--- config.mk ---
export PLATFORM = sky130hd
export DESIGN_NAME = irq_ctrl
export DESIGN_NICKNAME = d
export VERILOG_FILES = /design/src/rtl/cpu_defs.sv /design/src/rtl/irq_prio_enc.sv /design/src/rtl/irq_ctrl.sv
export SDC_FILE = /design/constraint.sdc
export NUM_CORES = 1
export LEC_CHECK = 0
export ABC_AREA = 1
export CAP_MARGIN = 10
export CORE_MARGIN = 2
export CORE_UTILIZATION = 40
export CTS_BUF_LIST = sky130_fd_sc_hd__clkbuf_4 sky130_fd_sc_hd__clkbuf_8
export DETAILED_ROUTE_END_ITERATION = 10
export PLACE_DENSITY = 0.93
export SKIP_CTS_REPAIR_TIMING = 1
export SYNTH_ARGS = -nofsm -noshare
export SYNTH_HDL_FRONTEND = slang
export SYNTH_SLANG_ARGS = --single-unit
export TNS_END_PERCENT = 50
--- constraint.sdc ---
create_clock -name clk -period 1.5 [get_ports clk]
set_input_delay 0.225 -clock clk [delete_from_list [all_inputs] [get_ports clk]]
set_output_delay 0.225 -clock clk [all_outputs]
set_load 0.02 [all_outputs]
--- src/rtl/cpu_defs.sv ---
// Shared CPU definitions: interrupt-controller register map, FSM states
// and CTRL register bit layout.
package cpu_defs;

  // Interrupt controller register addresses
  localparam logic [1:0] IRQ_MASK = 2'd0;
  localparam logic [1:0] IRQ_PEND = 2'd1;
  localparam logic [1:0] IRQ_EDGE = 2'd2;
  localparam logic [1:0] IRQ_CTRL = 2'd3;

  // Interrupt handshake FSM; encoding 3 is unused and recovers to IDLE
  typedef enum logic [1:0] {
    ST_IDLE = 2'd0,
    ST_REQ  = 2'd1,
    ST_SERV = 2'd2
  } irq_state_t;

  // CTRL register layout: {24'b0, state[1:0], id[4:0], gie}
  localparam int CTRL_GIE_BIT   = 0;
  localparam int CTRL_ID_LSB    = 1;
  localparam int CTRL_STATE_LSB = 6;

endpackage

--- src/rtl/irq_prio_enc.sv ---
// Fixed-priority encoder: reports the lowest set index of a request vector
// (index 0 wins) plus a valid flag. Purely combinational.
module irq_prio_enc #(
  parameter int N    = 4,
  parameter int ID_W = 2
) (
  input  logic [N-1:0]    vec,
  output logic [ID_W-1:0] id,
  output logic            valid
);

  // Scan from the top down so the lowest set index is the last assignment
  always_comb begin
    // NOTE: every output gets a default first so no path leaves it unassigned (no latch).
    id    = '0;
    valid = |vec;
    for (int i = N - 1; i >= 0; i--) begin
      if (vec[i]) begin
        id = ID_W'(i);
      end
    end
  end

endmodule

--- src/rtl/irq_ctrl.sv ---
// Interrupt controller for the pipelined core: latches/masks N_SRC request
// lines, picks the lowest-index eligible source, offers it over an
// irq_req/irq_ack handshake and holds it in service until eret.
module irq_ctrl
  import cpu_defs::*;
#(
  parameter int               N_SRC        = 4,
  parameter int               ID_W         = 2,
  parameter logic [N_SRC-1:0] EDGE_DEFAULT = '0
) (
  input  logic             clk,
  input  logic             rst,
  input  logic [N_SRC-1:0] irq_src,
  input  logic             we,
  input  logic [1:0]       addr,
  input  logic [31:0]      data_in,
  output logic [31:0]      data_out,
  output logic             irq_req,
  output logic [ID_W-1:0]  irq_id,
  input  logic             irq_ack,
  input  logic             eret
);

  logic [N_SRC-1:0] r_mask;
  logic [N_SRC-1:0] r_pend;
  logic [N_SRC-1:0] r_edge;
  logic [N_SRC-1:0] r_prev;
  logic             r_gie;
  irq_state_t       r_state;
  logic             r_irq_req;
  logic [ID_W-1:0]  r_irq_id;

  irq_state_t       w_state_nxt;
  logic [ID_W-1:0]  w_id_nxt;
  logic             w_ack_take;
  logic [N_SRC-1:0] w_elig;
  logic [ID_W-1:0]  w_enc_id;
  logic             w_enc_valid;
  logic [N_SRC-1:0] w_w1c;
  logic [N_SRC-1:0] w_ack_clr;
  logic [N_SRC-1:0] w_set;
  logic [N_SRC-1:0] w_pend_nxt;
  logic             w_unused;

  // Write data above N_SRC (and above gie for CTRL) is deliberately dropped
  assign w_unused = &{1'b0, data_in};

  assign w_elig = r_pend & r_mask & {N_SRC{r_gie}};

  irq_prio_enc #(
    .N    (N_SRC),
    .ID_W (ID_W)
  ) u_prio (
    .vec   (w_elig),
    .id    (w_enc_id),
    .valid (w_enc_valid)
  );

  // Pending update: edge bits are sticky (set beats clear), level bits track the line
  always_comb begin
    w_w1c      = (we && addr == IRQ_PEND) ? data_in[N_SRC-1:0] : '0;
    w_ack_clr  = w_ack_take ? (N_SRC'(1) << r_irq_id) : '0;
    w_set      = irq_src & ~r_prev;
    w_pend_nxt = (r_edge & ((r_pend & ~(w_w1c | w_ack_clr)) | w_set))
               | (~r_edge & irq_src);
  end

  // Handshake FSM next-state: id is latched only when leaving IDLE
  always_comb begin
    w_state_nxt = r_state;
    w_id_nxt    = r_irq_id;
    w_ack_take  = 1'b0;
    case (r_state)
      ST_IDLE: begin
        if (w_enc_valid) begin
          w_state_nxt = ST_REQ;
          w_id_nxt    = w_enc_id;
        end
      end
      ST_REQ: begin
        if (irq_ack) begin
          w_state_nxt = ST_SERV;
          w_ack_take  = 1'b1;
        end
      end
      ST_SERV: begin
        if (eret) w_state_nxt = ST_IDLE;
      end
      default: w_state_nxt = ST_IDLE;
    endcase
  end

  // State, request and id registers
  always_ff @(posedge clk or posedge rst) begin
    if (rst) begin
      r_state   <= ST_IDLE;
      r_irq_req <= 1'b0;
      r_irq_id  <= '0;
    end else begin
      // NOTE: clocked state uses non-blocking assignments so every flop samples pre-edge values.
      r_state   <= w_state_nxt;
      r_irq_req <= (w_state_nxt == ST_REQ);
      r_irq_id  <= w_id_nxt;
    end
  end

  // Configuration registers, pending vector and source history
  always_ff @(posedge clk or posedge rst) begin
    if (rst) begin
      r_mask <= '0;
      r_pend <= '0;
      r_edge <= EDGE_DEFAULT;
      r_prev <= '0;
      r_gie  <= 1'b0;
    end else begin
      r_prev <= irq_src;
      r_pend <= w_pend_nxt;
      if (we && addr == IRQ_MASK) r_mask <= data_in[N_SRC-1:0];
      if (we && addr == IRQ_EDGE) r_edge <= data_in[N_SRC-1:0];
      if (we && addr == IRQ_CTRL) r_gie  <= data_in[CTRL_GIE_BIT];
    end
  end

  // Combinational register read; unimplemented bits read as zero
  always_comb begin
    data_out = '0;
    case (addr)
      IRQ_MASK: data_out[N_SRC-1:0] = r_mask;
      IRQ_PEND: data_out[N_SRC-1:0] = r_pend;
      IRQ_EDGE: data_out[N_SRC-1:0] = r_edge;
      default: begin
        data_out[CTRL_GIE_BIT]            = r_gie;
        data_out[CTRL_ID_LSB +: ID_W]     = r_irq_id;
        data_out[CTRL_STATE_LSB +: 2]     = r_state;
      end
    endcase
  end

  assign irq_req = r_irq_req;
  assign irq_id  = r_irq_id;

endmodule

**Word level (Yosys, flattened, before mapping)**

Index checks and enable logic that the tools add are counted.

- Eq/ne operators: 6
- Bitwise logic cells: 12
- Reduce and logical (&&, ||, !) cells: 9
- Shift-type cells: 1
- Multiplexer cells: 15

Operator list:

| cell | number |
|---|---|
| bitwise AND 4 bit | 6 |
| two-way mux 2 bit | 8 |
| inverter 4 bit | 3 |
| OR 4 bit | 3 |
| one-hot mux 3 bit (3 select lines) | 1 |
| two-way mux 4 bit | 2 |
| equality test 2 x 1 -> 1 bit (second input constant) | 3 |
| equality test 2 bit (second input constant) | 3 |
| one-hot mux 2 bit (3 select lines) | 1 |
| logical AND 1 bit | 4 |
| logical NOT 2 bit | 2 |
| OR reduction 4 bit | 1 |
| left shift 1 x 2 -> 4 bit (first input constant) | 1 |
| one-hot mux 1 bit (3 select lines) | 1 |
| OR reduction 3 bit | 1 |
| two-way mux 1 bit | 2 |
| AND reduction 2 bit | 1 |

- Logic and storage cells: 51
- Input bits: 43
- Output and inout port bits: 35
- Register bits: 22

**Depth between registers and ports, before layout**

- Depth in word-level cells: 9
- Depth in mapped cells: 7
- Mapped depth without buffers: 7

**Cells and area by module**

A second synthesis with hierarchy kept.

- Cells, all modules: 171
- Area total of the unflattened synthesis: 1,321.3 µm²

Modules (own cells, without submodules):

| module | area an instance (µm²) | times used | cells each |
|---|---|---|---|
| irq_ctrl | 1,275.0 | 1 | 162 |
| irq_prio_enc | 46.3 | 1 | 9 |

**Worst setup path before layout**

Ideal clock, no wire load.

- Path kind: register to output
- Start point: register r_irq_id[0] (netlist: irq_id[0])
- End point: output port data_out[1]
- Data required time: 1.275 ns
- Data arrival time: 0.799 ns
- Cell stages (with the launch flop): 3
- Setup slack: 0.476 ns
- Cells stage by stage: dfrtp_1 -> nand2_1 -> nand4_1

- Word-level cells in the longest chain between the ends: 1

Ends and longest elaborated chain:

| what | line | source |
|---|---|---|
| start: declaration | irq_ctrl.sv:31 | `logic [ID_W-1:0] r_irq_id;` |
| start signal: assignment | irq_ctrl.sv:103 | `r_irq_id <= w_id_nxt;` |
| one-hot mux 3 bit (3 select lines) | irq_ctrl.sv:127 | `case (addr)` |
| end: declaration | irq_ctrl.sv:17 | `output logic [31:0] data_out,` |

Every way passes these cells.

**Worst setup path after layout**

- Start point: register r_irq_req (netlist: irq_req)
- End point: output port irq_req

RTL lines:

| what | line | source |
|---|---|---|
| start: declaration | irq_ctrl.sv:30 | `logic r_irq_req;` |
| start signal: assignment | irq_ctrl.sv:102 | `r_irq_req <= (w_state_nxt == ST_REQ);` |
| end: declaration | irq_ctrl.sv:18 | `output logic irq_req,` |

No word-level cell between the ends.

==> results.txt <==
The run finished with clean final reports. The count of final hold-check violations is 0. The wire length of the first global-routing pass is about 4300 µm.

The multiplexer share of the synthesized area is 0%. Wire segments on met3 add up to about 200 µm in the final route. Walking the worst path, the cells encountered are clkdlybuf4s50_1. The total power after layout came out at around 1800 µW. The initial antenna violation count came out at 0. The number of sinks on the clock net came out at 22. The total I/O pin count came out at between 70 and 80. Setup total negative slack on the finished layout was measured at 0 ns. For this run, the total global-route usage over all layers was measured as between 10% and 20%.

The dominant combinational cell family by area after synthesis is simple AND/OR/NAND/NOR gates. The wire length on met1 came out at 1030 µm. The number of standard cells in the final layout excluding fillers came out at around 250. Of the cells placed in the final design, the portion with a size suffix greater than 1 is a little over a tenth. The part of the total power dissipated in the clock network came out at between 10% and 20%. STA classifies the critical path startpoint as a register. Yosys attributes the largest share of cell area to dfrtp_1 43%, nand2_1 17%, buf_4 15%, inv_1 6.2%, nand3_1 3.5%.

Summed over its instances, the top area cell type makes up 43.1% of the synthesized netlist area. The core region is just over 3000 µm². Among all stages on the critical path, the largest delay is contributed by clkdlybuf4s50_1. Cells fill between 50% and 60% of the core in the end. The detailed router used layers up to and including met4. The largest fanout of any net on the critical path is 1. The routed length per placed instance came out at about 10 µm. The synthesized instance count is 170. The largest total area in the synthesized netlist belongs to dfrtp_1.

In this run, distinct cell masters in the synthesized netlist total 19. 0 antenna diodes ended up in the layout. The fraction of the mapped netlist area in compound gates is 6.07%. The TritonCTS clock tree is yes. Synthesis inferred 22 register bits. The number of buffers added on ports is 23. Data arrives at the worst endpoint at ~1.2 ns. Summing all multi-input logic gate instances after layout gives 543 µm². The net load switching power came out at 688 µW.

The critical path is of the reg2out type. The clock tree skew after final layout is 0.00336 ns. Sequential cells were found to cover 43.1% of the synthesized design area. The aggregate global routing overflow came out at 0. The cell-internal power came out at approximately 1100 µW. The root buffer cell is clkbuf_4. The area of all placed cells without fillers is roughly 1600 µm².

After clock tree synthesis, the clock-pin slew on the worst setup and hold paths is around 0.12 ns. The final period demand of the worst path is about 1.5 ns. Broken down by cell family, the worst path's largest delay share belongs to buffers and inverters.

The switching part of the total came out at between 30% and 40%. Summing every instance area after synthesis gives between 1000 and 1500 µm². After the first detailed-routing iteration, the DRC count stood at 40. The worst stage delay on the critical path is ~0.59 ns. The initial cell density of the core came out at 41.9%. The post-place instance area came out at 1530 µm². The setup violation total in the final timing report is 0.

Setup repair after global routing left no endpoint under its margin. The ratio of total power to cell area is about 1200 nW/µm². Of the total synthesized cell area, the portion taken by full adders, half adders and majority gates is 0%. In the routed design, unresolved DRC markers number 0. The die covers roughly 3700 µm². The number of placement rows came out at 20. The die boundary width is 60.5 µm. The pin count of the biggest net entering global routing is 23. The remaining antenna violation count is 0. Summing the areas of all xor and xnor instances in the mapped netlist gives 0% of the synthesized area. The sequential group share of total power is 44.1%.

The routed length on met2 is 1350 µm. The routability congestion estimate from global placement came out at roughly 0.9. The post-detailed-placement half-perimeter wirelength is ~2000 µm. The tightest min-delay check is of the in2async type.

The number of detailed-route iterations in the first pass came out at 4. The average instance in the mapped netlist occupies about 7.5 µm². The die height is a little over 60 µm. The period utilization is a little over nine tenths. The combined buffer and inverter count along the critical path is 1. The area taken by flip-flops and latches is between 500 and 600 µm². The clock latency reported for the late side of the worst-skew pair came out at 0.31 ns. The worst supply voltage drop on vdd came out at 0.000536 V.

The post-synthesis share of cell area spent on and, or, nand and nor gates is roughly 29%. Data on the critical path is required at its endpoint by around 1.3 ns. The final-layout fill cell count is about 310. In this run the number of H-tree levels came out at 1. For this design the static power due to leakage is approximately 0.00094 µW. The sum of routed wire length over all layers is about 2600 µm. Counting along the longest clock path gives a buffer depth of 2. The number of global-route vias before repair came out at 1,011. The number of placed cells counting well taps came out at 245. Clock tree synthesis inserted a total of 3 buffers. The layout overhead on the synthesized area is 22.7%. The timing-limited maximum frequency came out at just under 0.7 GHz.

STA classifies the critical path endpoint as an output pin. The count of max-cap constraint violations came out at 0. The max-slew violation count is 0. The number of nets in the layout came out at 249. The combinational cell fraction of total power is between 30% and 40%. The ratio of routed vias to standard cells is roughly 4.3.

The number of warnings printed during yosys synthesis is 0. The overall via count from detail_route is 1,083.
==> worst reg2reg max path, cell delays in order, from the launching register on <==
cell	delay, ns
dfrtp_1	0.40
inv_1	0.12
nand3_1	0.16
inv_1	0.12
nand3_1	0.10
nand3b_1	0.10
nand2_1	0.05
==> sequential cells by signal, indices dropped and copies added, names as in the netlist <==
register / cells
r_edge: 4
r_mask: 4
r_pend: 4
r_prev: 4
irq_id: 2
r_state: 2
irq_req: 1
r_gie: 1
==> synthesized netlist by cell type <==
master,count
nand2_1,59
buf_4,26
dfrtp_1,22
inv_1,21
nand3_1,9
o21ai_0,8
nor2_1,6
nand4_1,3
o21ai_1,3
nand3b_1,2
nor3_1,2
o211ai_1,2
clkinv_2,1
conb_1,1
nand2_2,1
nand2_4,1
nor2_2,1
nor2_4,1
o31ai_1,1
==> power groups by stage <==
stage	Combinational, µW	Sequential [µW]	Clock, µW
6_report	692	804	329
3_3_place_gp	696	811	0
5_1_grt	767	822	352
3_5_place_dp	714	816	0
2_1_floorplan	401	861	0
4_1_cts	719	804	334
==> cells in the final DEF (no fill, tap or decap), drive strengths merged, types with 3 or more instances in the layout <==
cell type      Yosys  routed
clkbuf             0       7
dfrtp             22      22
nand3              9       9
buf               26       9
inv               21      21
nand2             61      61
o21ai             11      11
clkdlybuf4s50      0      13
dlymetal6s2s       0       7
nand4              3       3
nor2               8       8
conb               1      26
==> worst paths after layout <==
check,start,end,slack [ns],cells past startpoint
worst max-delay path,irq_req,irq_req,0.03,1
worst min-delay path,rst,irq_id[1],0.23,3
worst max register to register,r_state[1],r_pend[0],0.35,6
worst min register to register,r_prev[3],r_pend[3],0.50,3
max in group asynchronous,rst,r_mask[3],1.06,3
min in group clk,irq_src[0],r_prev[0],0.37,1
==> cells by family after synthesis <==
family                 after synthesis
AOI/OAI and AO/OA                   14
and+or+nand+nor                     85
other                                1
DFF                                 22
buffers and inverters               48
==> per-layer routing <==
layer	global-route usage, %	up-vias
met5	0	-
met4	4.66	0
met1	19.5	492
met3	2.13	2
li1	-	545
met2	28.9	44
==> through the flow <==
| stage | worst slack (ns) | hold WS, ns |
|---|---|---|
| finish | 0.0325 | 0.225 |
| global route | 0.00726 | 0.300 |
| CTS | -0.533 | 0.237 |
| detailed placement | -0.524 | 0.486 |
| global placement | -0.500 | 0.478 |
| floorplan | 0.476 | 0.214 |
==> area by class of cell <==
cell class	instances	share of cell area, %
Tap cell	44	3.51
Clock buffer	4	2.31
Multi-Input combinational cell	125	34.6
Inverter	22	5.34
Timing Repair Buffer	32	19.1
Sequential cell	22	35.1
No activity file was read; power rests on OpenSTA's default activity.
